File: src/rtl/mem_access_ctrl_pkg.sv
// mem_access_ctrl_pkg
// Shared definitions for the load/store sequencer: FSM state encodings,
// request size codes, RAM control encodings and the RAM address width.
package mem_access_ctrl_pkg;

   localparam int RAM_AW_C = 10;

   localparam logic ENABLE    = 1'b1;
   localparam logic DISABLE   = 1'b0;
   localparam logic RAM_WRITE = 1'b1;
   localparam logic RAM_READ  = 1'b0;

   localparam logic [1:0] MEM_SIZE_BYTE = 2'd0;
   localparam logic [1:0] MEM_SIZE_HALF = 2'd1;
   localparam logic [1:0] MEM_SIZE_WORD = 2'd2;

   typedef enum logic [1:0] {
      MEMC_IDLE = 2'd0,
      MEMC_RD   = 2'd1,
      MEMC_WR   = 2'd2,
      MEMC_RESP = 2'd3
   } memc_state_e;

   // Size code 3 is reserved and behaves as a word, so bit 1 marks a word access.
   function automatic logic is_misaligned(input logic [1:0] size, input logic [1:0] addr_lo);
      return ((size == MEM_SIZE_HALF) && addr_lo[0]) || (size[1] && (addr_lo != 2'b00));
   endfunction

endpackage

File: src/rtl/mem_lane_unit.sv
// mem_lane_unit
// Purely combinational byte-lane logic (little-endian lanes).
//   size_i      request size code
//   addr_lo_i   byte address bits [1:0]
//   signed_i    load extension select (1 = sign, 0 = zero)
//   wdata_i     right-aligned store data
//   buf_i       word previously read from RAM
//   merged_o    store word: new lane(s) merged over buf_i; word stores pass wdata_i
//   rdata_o     load result: selected lane(s) right-aligned and extended
// Half accesses only look at addr_lo_i[1], so misaligned halves and words
// fall back to their naturally aligned container.
module mem_lane_unit
   import mem_access_ctrl_pkg::*;
(
   input  logic [1:0]  size_i,
   input  logic [1:0]  addr_lo_i,
   input  logic        signed_i,
   input  logic [31:0] wdata_i,
   input  logic [31:0] buf_i,
   output logic [31:0] merged_o,
   output logic [31:0] rdata_o
);

   logic [7:0]  byte_sel;
   logic [15:0] half_sel;

   always_comb begin
      merged_o = wdata_i;
      rdata_o  = buf_i;
      byte_sel = buf_i[{addr_lo_i, 3'b000} +: 8];
      half_sel = buf_i[{addr_lo_i[1], 4'b0000} +: 16];
      case (size_i)
         MEM_SIZE_BYTE: begin
            merged_o = buf_i;
            merged_o[{addr_lo_i, 3'b000} +: 8] = wdata_i[7:0];
            rdata_o = {{24{signed_i & byte_sel[7]}}, byte_sel};
         end
         MEM_SIZE_HALF: begin
            merged_o = buf_i;
            merged_o[{addr_lo_i[1], 4'b0000} +: 16] = wdata_i[15:0];
            rdata_o = {{16{signed_i & half_sel[15]}}, half_sel};
         end
         default: begin
            merged_o = wdata_i;
            rdata_o  = buf_i;
         end
      endcase
   end

endmodule

File: src/rtl/mem_access_ctrl.sv
// mem_access_ctrl
// Load/store sequencer between the CPU MEM stage and a word-addressed 32-bit
// RAM. Sub-word stores are done as read-modify-write; loads are lane-extracted
// and extended. One single-cycle response per accepted request.
// Ports:
//   clk, reset                 system clock, synchronous active-low reset
//   req_valid/req_ready        request handshake (ready only in IDLE)
//   req_wr/size/signed/addr/wdata  request fields (byte address)
//   resp_valid/rdata/err       one-cycle response
//   ram_en/wr/addr/wdata       RAM controls, decoded from registered state only
//   ram_rdata                  RAM read data, combinational
// Build option: MEM_ACCESS_ALIGN_CHECK_EN enables the misalignment check
// (error response, no RAM access). Without it resp_err is tied low and
// accesses are forced to natural alignment.
//
// state     | meaning
// MEMC_IDLE | ready for a request
// MEMC_RD   | RAM read, word captured into buffer
// MEMC_WR   | RAM write of merged (or full) word
// MEMC_RESP | one-cycle response
module mem_access_ctrl
   import mem_access_ctrl_pkg::*;
#(
   parameter int RAM_AW  = RAM_AW_C,
   parameter int BYTE_AW = RAM_AW + 2
) (
   input  logic               clk,
   input  logic               reset,
   input  logic               req_valid,
   output logic               req_ready,
   input  logic               req_wr,
   input  logic [1:0]         req_size,
   input  logic               req_signed,
   input  logic [BYTE_AW-1:0] req_addr,
   input  logic [31:0]        req_wdata,
   output logic               resp_valid,
   output logic [31:0]        resp_rdata,
   output logic               resp_err,
   output logic               ram_en,
   output logic               ram_wr,
   output logic [RAM_AW-1:0]  ram_addr,
   output logic [31:0]        ram_wdata,
   input  logic [31:0]        ram_rdata
);

   memc_state_e        state_q, state_d;
   logic               wr_q;
   logic [1:0]         size_q;
   logic               signed_q;
   logic [BYTE_AW-1:0] addr_q;
   logic [31:0]        wdata_q;
   logic [31:0]        buf_q;
   logic               err_q;

   logic               accept;
   logic               req_mis;
   logic [31:0]        merged;
   logic [31:0]        load_data;

`ifdef MEM_ACCESS_ALIGN_CHECK_EN
   assign req_mis  = is_misaligned(req_size, req_addr[1:0]);
   assign resp_err = resp_valid & err_q;
`else
   assign req_mis  = 1'b0;
   assign resp_err = 1'b0;
`endif

   assign accept = (state_q == MEMC_IDLE) && req_valid;

   mem_lane_unit u_lane (
      .size_i    (size_q),
      .addr_lo_i (addr_q[1:0]),
      .signed_i  (signed_q),
      .wdata_i   (wdata_q),
      .buf_i     (buf_q),
      .merged_o  (merged),
      .rdata_o   (load_data)
   );

   always_ff @(posedge clk) begin
      if (!reset) begin
         state_q  <= MEMC_IDLE;
         wr_q     <= 1'b0;
         size_q   <= MEM_SIZE_BYTE;
         signed_q <= 1'b0;
         addr_q   <= '0;
         wdata_q  <= '0;
         buf_q    <= '0;
         err_q    <= 1'b0;
      end else begin
         state_q <= state_d;
         if (accept) begin
            wr_q     <= req_wr;
            size_q   <= req_size;
            signed_q <= req_signed;
            addr_q   <= req_addr;
            wdata_q  <= req_wdata;
            err_q    <= req_mis;
         end
         if (state_q == MEMC_RD) buf_q <= ram_rdata;
      end
   end

   always_comb begin
      state_d    = state_q;
      req_ready  = 1'b0;
      resp_valid = 1'b0;
      resp_rdata = '0;
      ram_en     = DISABLE;
      ram_wr     = RAM_READ;
      ram_addr   = '0;
      ram_wdata  = '0;
      case (state_q)
         MEMC_IDLE: begin
            req_ready = 1'b1;
            if (req_valid) begin
               if (req_mis)                   state_d = MEMC_RESP;
               else if (req_wr && req_size[1]) state_d = MEMC_WR;
               else                           state_d = MEMC_RD;
            end
         end
         MEMC_RD: begin
            ram_en   = ENABLE;
            ram_addr = addr_q[BYTE_AW-1:2];
            state_d  = wr_q ? MEMC_WR : MEMC_RESP;
         end
         MEMC_WR: begin
            ram_en    = ENABLE;
            ram_wr    = RAM_WRITE;
            ram_addr  = addr_q[BYTE_AW-1:2];
            ram_wdata = merged;
            state_d   = MEMC_RESP;
         end
         MEMC_RESP: begin
            resp_valid = 1'b1;
            if (!err_q && !wr_q) resp_rdata = load_data;
            state_d = MEMC_IDLE;
         end
         default: state_d = MEMC_IDLE;
      endcase
   end

endmodule
File: config.mk
export PLATFORM = sky130hd
export DESIGN_NAME = mem_access_ctrl
export DESIGN_NICKNAME = d
export VERILOG_FILES = /design/src/rtl/mem_access_ctrl_pkg.sv /design/src/rtl/mem_lane_unit.sv /design/src/rtl/mem_access_ctrl.sv
export SDC_FILE = /design/constraint.sdc
export NUM_CORES = 1
export LEC_CHECK = 0
export ABC_AREA = 1
export CAP_MARGIN = 20
export CORE_MARGIN = 5
export CORE_UTILIZATION = 53
export CTS_BUF_LIST = sky130_fd_sc_hd__clkbuf_4 sky130_fd_sc_hd__clkbuf_8
export CTS_CLUSTER_DIAMETER = 150
export DETAILED_ROUTE_END_ITERATION = 8
export GPL_TIMING_DRIVEN = 0
export PLACE_DENSITY = 0.89
export SLEW_MARGIN = 20
export SYNTH_ARGS = -nofsm -noshare
export SYNTH_HDL_FRONTEND = slang
export SYNTH_SLANG_ARGS = --single-unit
File: constraint.sdc
create_clock -name clk -period 5.09 [get_ports clk]
set_clock_uncertainty 0.05 [all_clocks]
set_input_delay 1.018 -clock clk [delete_from_list [all_inputs] [get_ports clk]]
set_output_delay 1.018 -clock clk [all_outputs]
set_load 0.1 [all_outputs]
==> qor.csv <==
metric;value;unit
min Tclk post-route;4.912;ns
WHS;0.4433;ns
die area;12190;µm²
Vias;6873;
Root Driver;clkbuf_8;
P_leak;2.848;nW
maximum vdd drop;0.6240;mV
CORE AREA;9819;µm²
DRT iter0 DRCs;978;
Pwr Total;4.668;mW
vias in the first global route;6309;
Gate power share;63.5;%
pin count of the biggest net entering global routing;17;
Max-cap violations;0;
Area growth, synth to finish;37.18;%
hpwl dp;17.28;mm
setup tns final;0;ns
Chip Width;110.4;µm
CP Class;flop to primary output;
post-route cell area;7327;µm²
RSZ-0062 raised after global routing;false;
Hold EP;addr_q[7]$_SDFFE_PN0P_;
post-route ant nets;0;
via/cell ratio;5.805;
Switch Pwr;2.737;mW
syn_area_per_cell;6.097;µm²
CTS tree;done;
crit path max fanout;12;
Worst path slowest cell;clkdlybuf4s50_1;
number of buffers added on ports;159;
Flop pwr share;24.5;%
Finish-stage setup viols;0;
crit end category;primary output;
Hold Crit Class;flop to flop;
startpoint class of the critical path;flop;
# clock sinks;82;
Die Span Y;110.4;µm
clock tree buffer depth;2;
status;completed;
htree depth;3;
num ports;162;
number of synthesized flops with an enable pin;0;
register area share after synthesis;30.73;%
clock share of power;12.0;%
final hold viol count;0;
WL per Instance;18.64;µm
crit-path cells;inv_1 -> buf_2 -> ha_1 -> buf_2 -> inv_1 -> nand3_1 -> nor2_1 -> a21oi_1 -> nor2_1 -> clkdlybuf4s50_1;
Yosys cell types;32;
Pint;1.931;mW
antenna violations before repair;0;
FF+latch count, synth;82;
placer congestion estimate;1.045;
Post-Route WL;22.07;mm
Initial Util;54.40;%
WP data required;4.02;ns
hold buffers post-CTS;0;
final worst-path cycle share;96.51;%
pwr/cell area;637.1;nW/µm²
Num CTS Buffers;9;
Hold Path Stages;2;
reg2reg start;state_q[0]$_SDFFE_PN0P_;
hold path start;addr_q[7]$_SDFFE_PN0P_;
clk_lat worst skew;0.37;ns
global-route wire length before repair;33.18;mm
layout cells sized above 1;6.089;%
drt pass-1 iters;6;
Slew Viols, Final;0;
Post-CTS Setup Repair Bufs;0;
ys async rst share;0;%
setup slack, reg-to-reg;3.32;ns
post-cts resize count;0;
Yosys warnings;0;
FF-to-FF End;addr_q[10]$_SDFFE_PN0P_;
Syn Nets;968;
Slew HR;32.93;%
Synth Instances;876;
Post-route DRC;0;
largest stage delay on the critical path;1.17;ns
DP Area;7099;µm²
fmax;203.6;MHz
worst path arrival time;3.84;ns
synthesized area;5341;µm²
Site Rows;36;
Worst-Margin Slew;1.003;ns
Synth Flop Type;dfxtp_1;
n_diodes;0;
clk slew on worst S/H paths;0.10;ns
Sw Ratio;58.63;%
final global-route overflow total;0;
Total Routing Usage GR;36.12;%
R2R depth;7;
fin nets;1138;
[layer usage]
layer | wire (µm) | part of all wire, % | global-route usage, % | up-vias
met5 | 0 | 0 | 0 | -
met1 | 8552 | 39 | 46.84 | 3072
met3 | 2784 | 13 | 6.872 | 87
met4 | 1258 | 5.7 | 18.29 | 0
met2 | 9478 | 43 | 57.32 | 491
li1 | - | - | - | 3223
[per-stage QoR]
stage	utilization, %	setup slack, ns	instances
after CTS	74.62	0.2508	1184
after detailed placement	72.30	0.6591	1168
after global routing	74.62	0.05189	1184
final	74.62	0.1777	1184
after floorplan	-	0.7017	876
after global placement	72.30	0.6573	1168
[worst max-delay path by stage]
stage                                        from              to  slack (ns)
after global routing       addr_q[0]$_SDFFE_PN0P_    ram_wdata[0]        0.05
after CTS                  addr_q[0]$_SDFFE_PN0P_    ram_wdata[0]        0.25
final                      addr_q[0]$_SDFFE_PN0P_    ram_wdata[7]        0.18
after global placement     addr_q[0]$_SDFFE_PN0P_    ram_wdata[0]        0.66
after detailed placement   addr_q[0]$_SDFFE_PN0P_    ram_wdata[0]        0.66
after floorplan           state_q[1]$_SDFFE_PN0P_  resp_rdata[10]        0.70
[power groups by stage]
| stage | clock, mW | combinational [mW] | sequential [mW] |
|---|---|---|---|
| 6_report | 0.562 | 2.96 | 1.14 |
| 5_1_grt | 0.589 | 3.17 | 1.15 |
| 4_1_cts | 0.556 | 2.90 | 1.12 |
| 3_5_place_dp | 0 | 2.89 | 1.13 |
| 3_3_place_gp | 0 | 2.86 | 1.12 |
| 2_1_floorplan | 0 | 2.16 | 1.02 |
[logic make-up after synthesis]
group,Yosys count,synth area share [%]
AOI/OAI and AO/OA,317,30.90
adders and majority gates,9,2.108
buffers and inverters,139,11.27
DFF,82,30.73
other,1,0.07021
and+or+nand+nor,328,24.92
[registers in the layout, summed over array words and instances, names as in the netlist]
| register | cells |
|---|---|
| buf_q | 32 |
| wdata_q | 32 |
| addr_q | 12 |
| size_q | 2 |
| state_q | 2 |
| signed_q | 1 |
| wr_q | 1 |
[critical path: cells and delay by family, from the launching register on]
kind | cells | cell delay, ns
adder cells (fa/ha/maj) | 1 | 0.32
flip-flops | 1 | 0.47
AND/OR/NAND/NOR | 3 | 0.60
AO/OA/AOI/OAI | 1 | 0.05
buffers and inverters | 5 | 2.02
[placed cells by master (no fill, tap or decap), types with 2 or more instances in the layout]
cell type,count
nor3_1,2
nor2_1,116
clkinv_1,2
a21oi_2,4
inv_2,3
nand2_1,162
buf_6,5
o22ai_1,2
buf_2,22
buf_4,3
and3_1,5
buf_1,5
a21boi_0,5
inv_1,67
ha_1,9
clkdlybuf4s50_1,159
clkbuf_1,30
a22oi_1,7
inv_6,4
bufinv_16,2
clkbuf_8,9
a21oi_1,143
nand2_4,2
nand3_1,35
o21ai_0,153
dfxtp_1,82
or2_2,3
[cell type report]
| class | instances | area [µm²] |
|---|---|---|
| fillers | 825 | 2492 |
| clock buffers | 9 | 123.9 |
| repair buffers | 159 | 1592 |
| clock inverters | 7 | 103.9 |
| well taps | 133 | 166.4 |
| flip-flops and latches | 82 | 1642 |
| multi-input cells | 655 | 3098 |
| plain buffers | 65 | 320.3 |
| inverters | 74 | 281.5 |
[synth_stat cells, drive strengths merged, types with 2 or more instances]
cell,n,area [µm²]
nor2,117,446.7
buf,35,207.7
and3,5,31.28
inv,71,269.0
dfxtp,82,1642
a21oi,147,750.7
nand3,35,175.2
clkbuf,30,112.6
o22ai,2,12.51
clkinv,3,12.51
ha,9,112.6
a22oi,7,52.55
a21boi,5,37.54
or2,3,18.77
nor3,2,10.01
nand2,165,636.9
o21ai,154,782.0
(Power assumes the default switching activity.)
